==> config.mk <==
export PLATFORM = sky130hd
export DESIGN_NAME = lvds_axi_burst_bridge
export DESIGN_NICKNAME = d
export VERILOG_FILES = /design/src/rtl/lvds_bridge_pkg.sv /design/src/rtl/lvds_bridge_crc16.sv /design/src/rtl/lvds_axi_burst_bridge.sv
export SDC_FILE = /design/constraint.sdc
export NUM_CORES = 1
export LEC_CHECK = 0
export BUFFER_PORTS_ARGS = -buffer_cell sky130_fd_sc_hd__buf_4
export CORE_MARGIN = 5
export CORE_UTILIZATION = 64
export DETAILED_ROUTE_END_ITERATION = 8
export PLACE_DENSITY = 0.85
export REMOVE_ABC_BUFFERS = 1
export SLEW_MARGIN = 20
export SYNTH_ARGS = -nofsm -noshare
export SYNTH_HDL_FRONTEND = slang
export SYNTH_SLANG_ARGS = --single-unit
==> constraint.sdc <==
create_clock -name i_clk -period 9.75 [get_ports i_clk]
set_clock_uncertainty 0.1 [all_clocks]
set_input_delay 0.975 -clock i_clk [delete_from_list [all_inputs] [get_ports i_clk]]
set_output_delay 0.975 -clock i_clk [all_outputs]
set_load 0.01 [all_outputs]
==> src/rtl/lvds_bridge_pkg.sv <==
// lvds_bridge_pkg: shared encodings for the LVDS SerDes <-> AXI4 burst bridge.
// Word types, opcodes, status codes, CMD/status field offsets and FSM states.
package lvds_bridge_pkg;
    localparam logic [1:0] T_CMD  = 2'b00;
    localparam logic [1:0] T_ADDR = 2'b01;
    localparam logic [1:0] T_DATA = 2'b10;
    localparam logic [1:0] T_CRC  = 2'b11;

    localparam logic [1:0] OP_WRITE = 2'b01;
    localparam logic [1:0] OP_READ  = 2'b10;

    localparam logic [1:0] CODE_OK    = 2'b00;
    localparam logic [1:0] CODE_PROTO = 2'b01;
    localparam logic [1:0] CODE_CRC   = 2'b10;

    localparam int CMD_LEN_LSB  = 0;
    localparam int CMD_OP_LSB   = 8;
    localparam int CMD_TAG_LSB  = 12;
    localparam int STS_RESP_LSB = 0;
    localparam int STS_CODE_LSB = 2;
    localparam int STS_OP_LSB   = 8;
    localparam int STS_TAG_LSB  = 12;

    typedef enum logic [3:0] {
        S_IDLE, S_GET_ADDR, S_GET_DATA, S_GET_CRC, S_AW, S_W, S_B,
        S_AR, S_R, S_SEND, S_SEND_CRC, S_RESP, S_ERR
    } state_t;

    function automatic logic [7:0] sat_add(input logic [7:0] a, input logic [1:0] b);
        logic [8:0] s;
        s = {1'b0, a} + {7'd0, b};
        return s[8] ? 8'hFF : s[7:0];
    endfunction
endpackage

==> src/rtl/lvds_bridge_crc16.sv <==
// lvds_bridge_crc16: CRC-16-CCITT (poly 0x1021, init 0xFFFF) over a DATA_W word,
// bytes taken LSB first; combinational next value plus registered accumulator.
module lvds_bridge_crc16 #(
    parameter int DATA_W = 32
) (
    input  logic              i_clk,
    input  logic              i_rst_n,
    input  logic              i_init,
    input  logic              i_en,
    input  logic [DATA_W-1:0] i_data,
    output logic [15:0]       o_crc,
    output logic [15:0]       o_crc_next
);
    logic [15:0] r_crc;

    always_comb begin
        o_crc_next = r_crc;
        for (int b = 0; b < DATA_W / 8; b++) begin
            o_crc_next = o_crc_next ^ {i_data[b*8 +: 8], 8'h00};
            for (int k = 0; k < 8; k++)
                o_crc_next = o_crc_next[15] ? ({o_crc_next[14:0], 1'b0} ^ 16'h1021) : {o_crc_next[14:0], 1'b0};
        end
    end

    always_ff @(posedge i_clk or negedge i_rst_n) begin
        if (!i_rst_n)    r_crc <= 16'hFFFF;
        else if (i_init) r_crc <= 16'hFFFF;
        else if (i_en)   r_crc <= o_crc_next;
    end

    assign o_crc = r_crc;
endmodule

==> src/rtl/lvds_axi_burst_bridge.sv <==
// lvds_axi_burst_bridge: decodes CMD/ADDR/DATA frames from the SerDes into one AXI4
// INCR burst each and returns read data and status; CRC framing via LVDS_BRIDGE_CRC_EN.
module lvds_axi_burst_bridge
    import lvds_bridge_pkg::*;
#(
    parameter int DATA_W    = 32,
    parameter int ADDR_W    = 32,
    parameter int MAX_BURST = 16
) (
    input  logic                i_clk,
    input  logic                i_rst_n,
    input  logic                i_rx_valid,
    input  logic [1:0]          i_rx_type,
    input  logic [DATA_W-1:0]   i_rx_word,
    output logic                o_tx_valid,
    input  logic                i_tx_ready,
    output logic [1:0]          o_tx_type,
    output logic [DATA_W-1:0]   o_tx_word,
    output logic [ADDR_W-1:0]   o_m_awaddr,
    output logic [7:0]          o_m_awlen,
    output logic                o_m_awvalid,
    input  logic                i_m_awready,
    output logic [DATA_W-1:0]   o_m_wdata,
    output logic [DATA_W/8-1:0] o_m_wstrb,
    output logic                o_m_wlast,
    output logic                o_m_wvalid,
    input  logic                i_m_wready,
    input  logic [1:0]          i_m_bresp,
    input  logic                i_m_bvalid,
    output logic                o_m_bready,
    output logic [ADDR_W-1:0]   o_m_araddr,
    output logic [7:0]          o_m_arlen,
    output logic                o_m_arvalid,
    input  logic                i_m_arready,
    input  logic [DATA_W-1:0]   i_m_rdata,
    input  logic [1:0]          i_m_rresp,
    input  logic                i_m_rlast,
    input  logic                i_m_rvalid,
    output logic                o_m_rready,
    output logic [2:0]          o_m_axsize,
    output logic [1:0]          o_m_axburst,
    output logic [7:0]          o_err_count
);
`ifdef LVDS_BRIDGE_CRC_EN
    localparam logic CRC_EN = 1'b1;
`else
    localparam logic CRC_EN = 1'b0;
`endif
    localparam int         PTR_W = $clog2(MAX_BURST);
    localparam logic [8:0] MAXB  = 9'(MAX_BURST);

    state_t              r_state, w_next;
    logic [1:0]          r_op, r_resp, r_code, w_err_inc;
    logic [3:0]          r_tag;
    logic [7:0]          r_len_m1, r_err_count;
    logic [8:0]          r_cnt;
    logic [ADDR_W-1:0]   r_addr;
    logic [DATA_W-1:0]   r_mem [MAX_BURST];
    logic [DATA_W-1:0]   w_mem_rd, w_mem_wd, w_status;
    logic [15:0]         w_crc, w_crc_next;
    logic                w_cmd_ok, w_last, w_mem_we, w_crc_en, w_drop, w_early;

    assign w_cmd_ok = i_rx_type == T_CMD
                   && (i_rx_word[CMD_OP_LSB +: 2] == OP_WRITE || i_rx_word[CMD_OP_LSB +: 2] == OP_READ)
                   && {1'b0, i_rx_word[CMD_LEN_LSB +: 8]} < MAXB;
    assign w_last   = r_cnt == {1'b0, r_len_m1};
    assign w_mem_rd = r_mem[r_cnt[PTR_W-1:0]];
    assign w_mem_we = (r_state == S_GET_DATA && i_rx_valid && i_rx_type == T_DATA) || (r_state == S_R && i_m_rvalid);
    assign w_mem_wd = r_state == S_R ? i_m_rdata : i_rx_word;
    assign w_crc_en = (r_state == S_GET_DATA && i_rx_valid && i_rx_type == T_DATA) || (r_state == S_SEND && i_tx_ready);
    assign w_early  = r_state == S_R && i_m_rvalid && i_m_rlast && !w_last;
    assign w_drop   = i_rx_valid && (r_state == S_IDLE ? !w_cmd_ok
                    : !(r_state == S_GET_ADDR || r_state == S_GET_DATA || r_state == S_GET_CRC));
    assign w_err_inc = {1'b0, w_drop} + {1'b0, r_state == S_ERR} + {1'b0, w_early};

    lvds_bridge_crc16 #(.DATA_W(DATA_W)) u_crc (
        .i_clk      (i_clk),
        .i_rst_n    (i_rst_n),
        .i_init     (r_state == S_IDLE && i_rx_valid && w_cmd_ok),
        .i_en       (w_crc_en),
        .i_data     (r_state == S_SEND ? w_mem_rd : i_rx_word),
        .o_crc      (w_crc),
        .o_crc_next (w_crc_next)
    );

    always_comb begin
        w_next = r_state;
        case (r_state)
            S_IDLE:     if (i_rx_valid && w_cmd_ok) w_next = S_GET_ADDR;
            S_GET_ADDR: if (i_rx_valid) w_next = i_rx_type != T_ADDR ? S_ERR : r_op == OP_WRITE ? S_GET_DATA : S_AR;
            S_GET_DATA: if (i_rx_valid) w_next = i_rx_type != T_DATA ? S_ERR : !w_last ? S_GET_DATA : CRC_EN ? S_GET_CRC : S_AW;
            S_GET_CRC:  if (i_rx_valid) w_next = i_rx_type != T_CRC ? S_ERR : i_rx_word[15:0] == w_crc ? S_AW : S_RESP;
            S_AW:       if (i_m_awready) w_next = S_W;
            S_W:        if (i_m_wready && w_last) w_next = S_B;
            S_B:        if (i_m_bvalid) w_next = S_RESP;
            S_AR:       if (i_m_arready) w_next = S_R;
            S_R:        if (i_m_rvalid && (i_m_rlast || w_last)) w_next = S_SEND;
            S_SEND:     if (i_tx_ready && w_last) w_next = CRC_EN ? S_SEND_CRC : S_RESP;
            S_SEND_CRC: if (i_tx_ready) w_next = S_RESP;
            S_RESP:     if (i_tx_ready) w_next = S_IDLE;
            S_ERR:      w_next = S_RESP;
            default:    w_next = S_IDLE;
        endcase
    end

    always_comb begin
        w_status = '0;
        w_status[STS_RESP_LSB +: 2] = r_resp;
        w_status[STS_CODE_LSB +: 2] = r_code;
        w_status[STS_OP_LSB +: 2]   = r_op;
        w_status[STS_TAG_LSB +: 4]  = r_tag;
    end

    always_ff @(posedge i_clk or negedge i_rst_n) begin
        if (!i_rst_n) r_state <= S_IDLE;
        else          r_state <= w_next;
    end

    always_ff @(posedge i_clk) begin
        if (w_mem_we) r_mem[r_cnt[PTR_W-1:0]] <= w_mem_wd;
    end

    always_ff @(posedge i_clk or negedge i_rst_n) begin
        if (!i_rst_n) begin
            r_op        <= '0;
            r_tag       <= '0;
            r_len_m1    <= '0;
            r_addr      <= '0;
            r_cnt       <= '0;
            r_resp      <= '0;
            r_code      <= CODE_OK;
            r_err_count <= '0;
        end else begin
            r_err_count <= sat_add(r_err_count, w_err_inc);
            case (r_state)
                S_IDLE: if (i_rx_valid && w_cmd_ok) begin
                    r_op     <= i_rx_word[CMD_OP_LSB +: 2];
                    r_tag    <= i_rx_word[CMD_TAG_LSB +: 4];
                    r_len_m1 <= i_rx_word[CMD_LEN_LSB +: 8];
                    r_cnt    <= '0;
                    r_resp   <= '0;
                    r_code   <= CODE_OK;
                end
                S_GET_ADDR: if (i_rx_valid && i_rx_type == T_ADDR) r_addr <= i_rx_word[ADDR_W-1:0];
                S_GET_DATA: if (i_rx_valid && i_rx_type == T_DATA) r_cnt <= w_last ? '0 : r_cnt + 9'd1;
                S_GET_CRC:  if (i_rx_valid && i_rx_type == T_CRC && i_rx_word[15:0] != w_crc) r_code <= CODE_CRC;
                S_W:        if (i_m_wready) r_cnt <= w_last ? '0 : r_cnt + 9'd1;
                S_B:        if (i_m_bvalid) r_resp <= i_m_bresp;
                S_R: if (i_m_rvalid) begin
                    r_cnt  <= (i_m_rlast || w_last) ? '0 : r_cnt + 9'd1;
                    r_resp <= i_m_rresp > r_resp ? i_m_rresp : r_resp;
                    // a short burst shrinks the frame so SEND returns only what arrived
                    if (w_early) begin
                        r_code   <= CODE_PROTO;
                        r_len_m1 <= r_cnt[7:0];
                    end
                end
                S_SEND:     if (i_tx_ready) r_cnt <= w_last ? '0 : r_cnt + 9'd1;
                S_ERR:      r_code <= CODE_PROTO;
                default:    ;
            endcase
        end
    end

    assign o_tx_valid  = r_state == S_SEND || r_state == S_SEND_CRC || r_state == S_RESP;
    assign o_tx_type   = r_state == S_SEND ? T_DATA : r_state == S_SEND_CRC ? T_CRC : T_CMD;
    assign o_tx_word   = r_state == S_SEND ? w_mem_rd
                       : r_state == S_SEND_CRC ? {{(DATA_W-16){1'b0}}, w_crc}
                       : r_state == S_RESP ? w_status : '0;
    assign o_m_awaddr  = r_addr;
    assign o_m_awlen   = r_len_m1;
    assign o_m_awvalid = r_state == S_AW;
    assign o_m_wdata   = w_mem_rd;
    assign o_m_wstrb   = '1;
    assign o_m_wlast   = r_state == S_W && w_last;
    assign o_m_wvalid  = r_state == S_W;
    assign o_m_bready  = r_state == S_B;
    assign o_m_araddr  = r_addr;
    assign o_m_arlen   = r_len_m1;
    assign o_m_arvalid = r_state == S_AR;
    assign o_m_rready  = r_state == S_R;
    assign o_m_axsize  = 3'($clog2(DATA_W / 8));
    assign o_m_axburst = 2'b01;
    assign o_err_count = r_err_count;
endmodule

Word level (Yosys, flattened, before mapping)
Memory sizes are Yosys's and may differ from the RTL's.
Index checks and enable logic that the tools add are counted.
Word-level totals
  logic and storage cells: 226
  register bits: 87
  bits in writable memories: 512
  input port bits: 80
  memories: 1
Cells by class
  reductions and logical operators: 45
  $add $sub $neg: 4
  muxes and demuxes: 85
  magnitude comparators: 2
  equal/unequal tests: 43
  bitwise gates (word level): 36
Memory list
  r_mem: depth 16, width 32, read ports 1, clocked after memory_dff 0, wr ports 1, line lvds_axi_burst_bridge.sv:58  | logic [DATA_W-1:0] r_mem [MAX_BURST];
Operators with widths (number)
  2-to-1 mux 13 bit: 32
  2-to-1 mux 32 bit: 3
  inverter 3 bit: 32
  2-to-1 mux 16 bit: 4
  2-to-1 mux 4 bit: 16
  XOR 16 bit: 4
  2-to-1 mux 9 bit: 7
  one-hot mux 4 bit (13 select lines): 1
  one-hot mux 9 bit (5 select lines): 1
  2-to-1 mux 8 bit: 4
  != test 2 x 1 -> 1 bit, second input constant: 11
  != test 2 bit, second input constant: 11
  == test 4 bit, second input constant: 5
  logical AND 1 bit: 20
  2-to-1 mux 2 bit: 9
  == test 16 bit: 1
  == test 4 x 3 -> 1 bit, second input constant: 4
  != test 16 bit: 1
  one-hot mux 8 bit (2 select lines): 1
  AND reduction 12 bit: 1
  AND reduction 5 bit: 2
  adder 8 x 2 -> 9 bit: 1
  adder 9 x 1 -> 9 bit, second input constant: 1
  == test 9 x 8 -> 1 bit: 1
  other kinds (23): 42

Depth between registers and ports, before layout
  depth after elaboration: 72
  depth in mapped cells: 18
  mapped depth without buffers: 12

Hierarchy
A second synthesis with hierarchy kept.
Second synthesis, totals
  cell total of the unflattened synthesis: 1570
  area, all modules: 26469.1 um^2
By module, submodules not included
  lvds_axi_burst_bridge: area an instance 24708.7 um^2, instances 1, seq. area each 17151.4 um^2, cells an instance 1417
  lvds_bridge_crc16: area an instance 1760.4 um^2, instances 1, seq. area each 420.4 um^2, cells an instance 153

Worst setup path after synthesis
OpenSTA, ideal clock, no wires.
  kind: register -> register
  start point: register r_cnt[0]
  end point: memory r_mem[0][0], enable pin
  setup slack: 5.105 ns
  data arrival time: 4.084 ns
  stages on the path, launching flop included: 12
  required time: 9.189 ns
  buffers on the path: 7
  period minus slack after synthesis: 4.645 ns
  library setup time: 0.461 ns
  path through: dfrtp_1 buf_6 buf_8 buf_6 buf_6 buf_6 buf_4 buf_2 inv_1 ha_1 nand2_1 nor3_1
RTL lines
  start: declaration: line lvds_axi_burst_bridge.sv:56  | logic [8:0] r_cnt;
  start signal: assignment: line lvds_axi_burst_bridge.sv:145  | S_GET_DATA: if (i_rx_valid && i_rx_type == T_DATA) r_cnt <= w_last ? '0 : r_cnt + 9'd1;
  start signal: assignment: line lvds_axi_burst_bridge.sv:147  | S_W: if (i_m_wready) r_cnt <= w_last ? '0 : r_cnt + 9'd1;
  start signal: assignment: line lvds_axi_burst_bridge.sv:150  | r_cnt <= (i_m_rlast || w_last) ? '0 : r_cnt + 9'd1;
  end: declaration: line lvds_axi_burst_bridge.sv:58
No word-level cell before the write port.

Worst setup path after layout
  start point: register r_cnt[0]
  end point: register u_crc.r_crc[8], in the netlist u_crc.o_crc[8]
Between the ends
  word-level cells in the longest chain between the ends: 38
  elaborated cells between the ends (all ways): 59
  classes of those cells: 35 x mux; 23 x bitwise; 1 x memory
Ends and longest elaborated chain
  memory (16 x 32 bit) (*)
  2-to-1 mux 32 bit (*): line lvds_axi_burst_bridge.sv:81  | .i_data (r_state == S_SEND ? w_mem_rd : i_rx_word),
  XOR 16 bit: line lvds_bridge_crc16.sv:19  | o_crc_next = o_crc_next ^ {i_data[b*8 +: 8], 8'h00};
  2-to-1 mux 13 bit (3 in a row): line lvds_bridge_crc16.sv:21  | o_crc_next = o_crc_next[15] ? ({o_crc_next[14:0], 1'b0} ^ 16'h1021) : {o_crc_next[14:0], 1'b0};
  inverter 3 bit (no line)
  2-to-1 mux 13 bit (2 in a row): line lvds_bridge_crc16.sv:21
  XOR 16 bit: line lvds_bridge_crc16.sv:19
  2-to-1 mux 13 bit (4 in a row): line lvds_bridge_crc16.sv:21
  [... 10 more ...]
  2-to-1 mux 13 bit (2 in a row): line lvds_bridge_crc16.sv:21
  XOR 16 bit (*): line lvds_bridge_crc16.sv:19
  2-to-1 mux 13 bit (*): line lvds_bridge_crc16.sv:21
  2-to-1 mux 13 bit (3 in a row): line lvds_bridge_crc16.sv:21
  inverter 3 bit (no line)
  2-to-1 mux 13 bit (*) (4 in a row): line lvds_bridge_crc16.sv:21
  2-to-1 mux 16 bit (*): line lvds_bridge_crc16.sv:28  | else if (i_en) r_crc <= o_crc_next;
  2-to-1 mux 16 bit (*): line lvds_bridge_crc16.sv:27  | else if (i_init) r_crc <= 16'hFFFF;
  end signal: assignment: line lvds_bridge_crc16.sv:28
  end: declaration: line lvds_bridge_crc16.sv:14  | logic [15:0] r_crc;
Every way passes the cells marked *; elsewhere a longest branch is shown, timed or not. The select of a mux whose other input is x is not followed.
A chain may end at the register's enable or synchronous reset.

==> summary.md <==
| Metric | Value |
|---|---|
| Outcome | complete, no violations |
| WS Path Type | reg2reg |
| Sink Count | 599 |
| Part of the Yosys area used for sequential elements | roughly two thirds |
| Final Cycle Share | 55.23% |
| # nets final | just under 2000 |
| # port buffers | 240 |
| CTS tree | yes |
| Area used by multi-input combinational logic | slightly below 9000 µm² |
| Worst-Skew Late Latency | 0.62 ns |
| DP Worst Slack | 4.466 ns |
| Share of cells above drive strength 1 | 31.12% |
| Post-synthesis register bit count | around 600 |
| Final setup vio count | 0 |
| Io pins | 250 |
| Net Sw Frac | 36.07% |
| Largest area contributor in the netlist | edfxtp_1 |
| Avg Cell Area, Syn | 16.28 µm² |
| Grt ovf | 0 |
| Clock power share | 19.0% |
| Unrepaired setup endpoints after global routing | false |
| Vias post-DR | between 15000 and 20000 |
| Largest net degree at the start of global routing | 70 |
| Worst-path clk slew | 0.06 ns |
| Starting density of the core | 64.59% |
| Int Power | around 8 mW |
| Crit path capture type | register |
| Design Power | 12.20 mW |
| Reg power frac | between 20 and 30% |
| Core area | approximately 42000 µm² |
| WP data arrival | 5.83 ns |
| Fin Setup TNS | 0 ns |
| Power density over cell area | about 400 nW/µm² |
| Die height | 215.5 µm |
| DR WL/cell | 31.14 µm |
| DRT antenna net count | 0 |
| # DRC | 0 |
| FP Rows | 75 |
| Synth warnings | 0 |
| Number of enable flip-flop cells after synthesis | a little over 500 |
| GRT Total Usage | 32.48% |
| Final Max Tran Viols | 0 |
| Slew @ Worst Pin | 1.169 ns |
| Most used DFF post-synth | edfxtp_1 |
| VDD IR max | 0.0007917 V |
| DP Wirelength | about 45 mm |
| Post-synth ARST share | around 15% |
| Synth unique cells | 76 |
| 1st-iter DRT viols | between 2000 and 3000 |
| CP Max Fanout | 37 |
| Syn-to-layout area delta | 14.49% |
| Clock H-tree levels | 2 |
| Fmax achieved | approximately 190 MHz |
| Cells on worst reg2reg path | 11 |
| Synth Cell Area | 27030 µm² |
| Antenna cells | 0 |
| GPL Wtd Cong | roughly 0.97 |
| Syn Inst Count | 1661 |
| Filler cells | 2416 |
| Switching power | 4.400 mW |
| Routed WL | 75.92 mm |
| CTS resizes | 0 |
| CTS Buffer Depth | 3 |
| Combinational power share | 52.4% |
| Num CTS Buffers | 57 |
| Postcts setup bufs | 0 |
| Worst EP required | 10.19 ns |
| First-pass GRT wire length | ~110 mm |
| Vias in the first global route | between 15000 and 20000 |
| Hold Crit Class | in2async |
| Yosys top cell area share | 56.87% |
| Register area | 17580 µm² |
| Clock Tree Root | clkbuf_16 |
| Max-cap violations | 0 |
| Crit start category | register |
| Synth area leaders | edfxtp_1 (57%), mux4_2 (10%), dfrtp_1 (6.6%) |
| Drt pass-1 iters | 7 |
| Fin worst setup slack | around 4.4 ns |
| Antenna violations before repair | 1 |
| DIE AREA | 46450 µm² |
| DIE WIDTH | 215.5 µm |
| Final Hold Vio Count | 0 |
| Hold Buf Count CTS | 0 |
| Fin crit period | 5.385 ns |
| Slew headroom | between 20 and 25% |
| Via density | 6.797 |
| LEAKAGE | 11.29 nW |
[Yosys cell counts (all sizes together), types with 3 or more instances]
library cell / n
a211oi: 7
a21bo: 4
a21o: 3
a21oi: 66
a22o: 5
a22oi: 28
and2: 14
and3: 3
and4: 3
buf: 99
clkbuf: 45
dfrtp: 71
dfstp: 16
edfxtp: 512
ha: 8
inv: 13
mux2: 42
mux2i: 61
mux4: 133
nand2: 158
nand2b: 17
nand3: 13
nand3b: 3
nand4: 9
nor2: 75
nor2b: 16
nor3: 19
nor3b: 11
nor4: 9
o21ai: 32
o221ai: 3
o22ai: 5
o31ai: 3
or2: 4
xnor2: 52
xnor3: 15
xor2: 48
xor3: 7
[cell type report]
class,instances,share of cell area (%)
Inverter,14,0.1698
Clock buffer,73,4.932
Tap cell,539,2.179
Timing Repair Buffer,269,6.525
Multi-Input combinational cell,911,28.03
Sequential cell,599,56.81
Clock inverter,33,1.358
[per-stage QoR]
step                instance area (µm²)  utilization (%)  std cells  hold WS, ns
floorplan                         26190                -       1524       0.3534
global placement                  29000            69.30       2332       0.3731
detailed placement                29000            69.30       2332       0.3797
CTS                               30950            73.95       2438       0.1554
global route                      30950            73.95       2438       0.1788
finish                            30950            73.95       2438       0.1807
[registers in the layout (all words and copies together) (netlist names)]
signal and flops:
o_m_araddr 32, r_op 2, o_err_count 8, r_mem 512, r_code 2, u_crc.o_crc 16
r_cnt 9, r_resp 2, r_state 4, o_m_arlen 8, r_tag 4
[power by group through the flow]
stage	combinational [mW]	sequential [mW]	clock [mW]
global route	6.76	3.51	2.45
detailed placement	6.21	3.53	0
global placement	6.12	3.51	0
CTS	6.33	3.48	2.33
finish	6.39	3.49	2.32
floorplan	4.53	3.61	0
[layer usage]
layer	wire length [µm]	share of wire (%)	global-route usage (%)	vias to the layer above
li1	-	-	-	6720
met1	27780	37	45.44	8350
met2	36730	48	52.26	1308
met3	8437	11	5.928	191
met4	2946	3.9	12.20	2
met5	18	0.024	0	-
[cell usage in the layout, fill, tap and decap left out, types with 17 or more instances in the layout]
cell	synthesis	routed
xnor2_1	50	50
edfxtp_1	512	512
nand2b_1	17	17
nand2_1	158	158
mux2i_1	61	61
o21ai_0	30	30
clkbuf_16	0	57
mux2_2	42	42
buf_4	59	269
mux4_2	126	126
a22oi_1	26	26
xor2_1	48	48
dfrtp_1	71	67
a21oi_1	64	64
nor2_1	75	63
[worst paths after layout]
| kind | start | endpoint | slack [ns] |
|---|---|---|---|
| worst min register to register | r_cnt[8] | r_cnt[8] | 0.39 |
| worst max-delay path | r_cnt[0] | u_crc.o_crc[8] | 4.37 |
| min in group i_clk | r_cnt[8] | r_cnt[8] | 0.39 |
| worst max register to register | r_cnt[0] | u_crc.o_crc[8] | 4.37 |
| max in group asynchronous | i_rst_n | r_cnt[0] | 7.96 |
| worst min-delay path | i_rst_n | o_m_araddr[10] | 0.18 |
[critical path, stage by stage, from the launching register on]
cell     delay, ns
dfrtp_4       0.78
buf_4         0.73
mux4_2        0.59
mux4_2        0.56
and2_1        0.21
a21oi_1       0.40
xnor3_1       0.30
xnor3_1       0.28
xnor3_1       0.33
xnor2_1       0.32
xor3_1        0.48
a21oi_1       0.18
[cells by family (layout without fill, tap and decap cells)]
kind of cell / after synthesis / after routing / share of synthesized area, %
buf+inv: 158 / 389 / 3.434
other cells: 2 / 9 / 0.02778
flops: 599 / 599 / 65.00
mux: 236 / 236 / 15.18
fa+ha+maj: 10 / 10 / 0.5184
simple gates: 362 / 362 / 6.401
compound gates: 172 / 172 / 4.258
xor+xnor: 122 / 122 / 5.179
(Power assumes the default switching activity.)
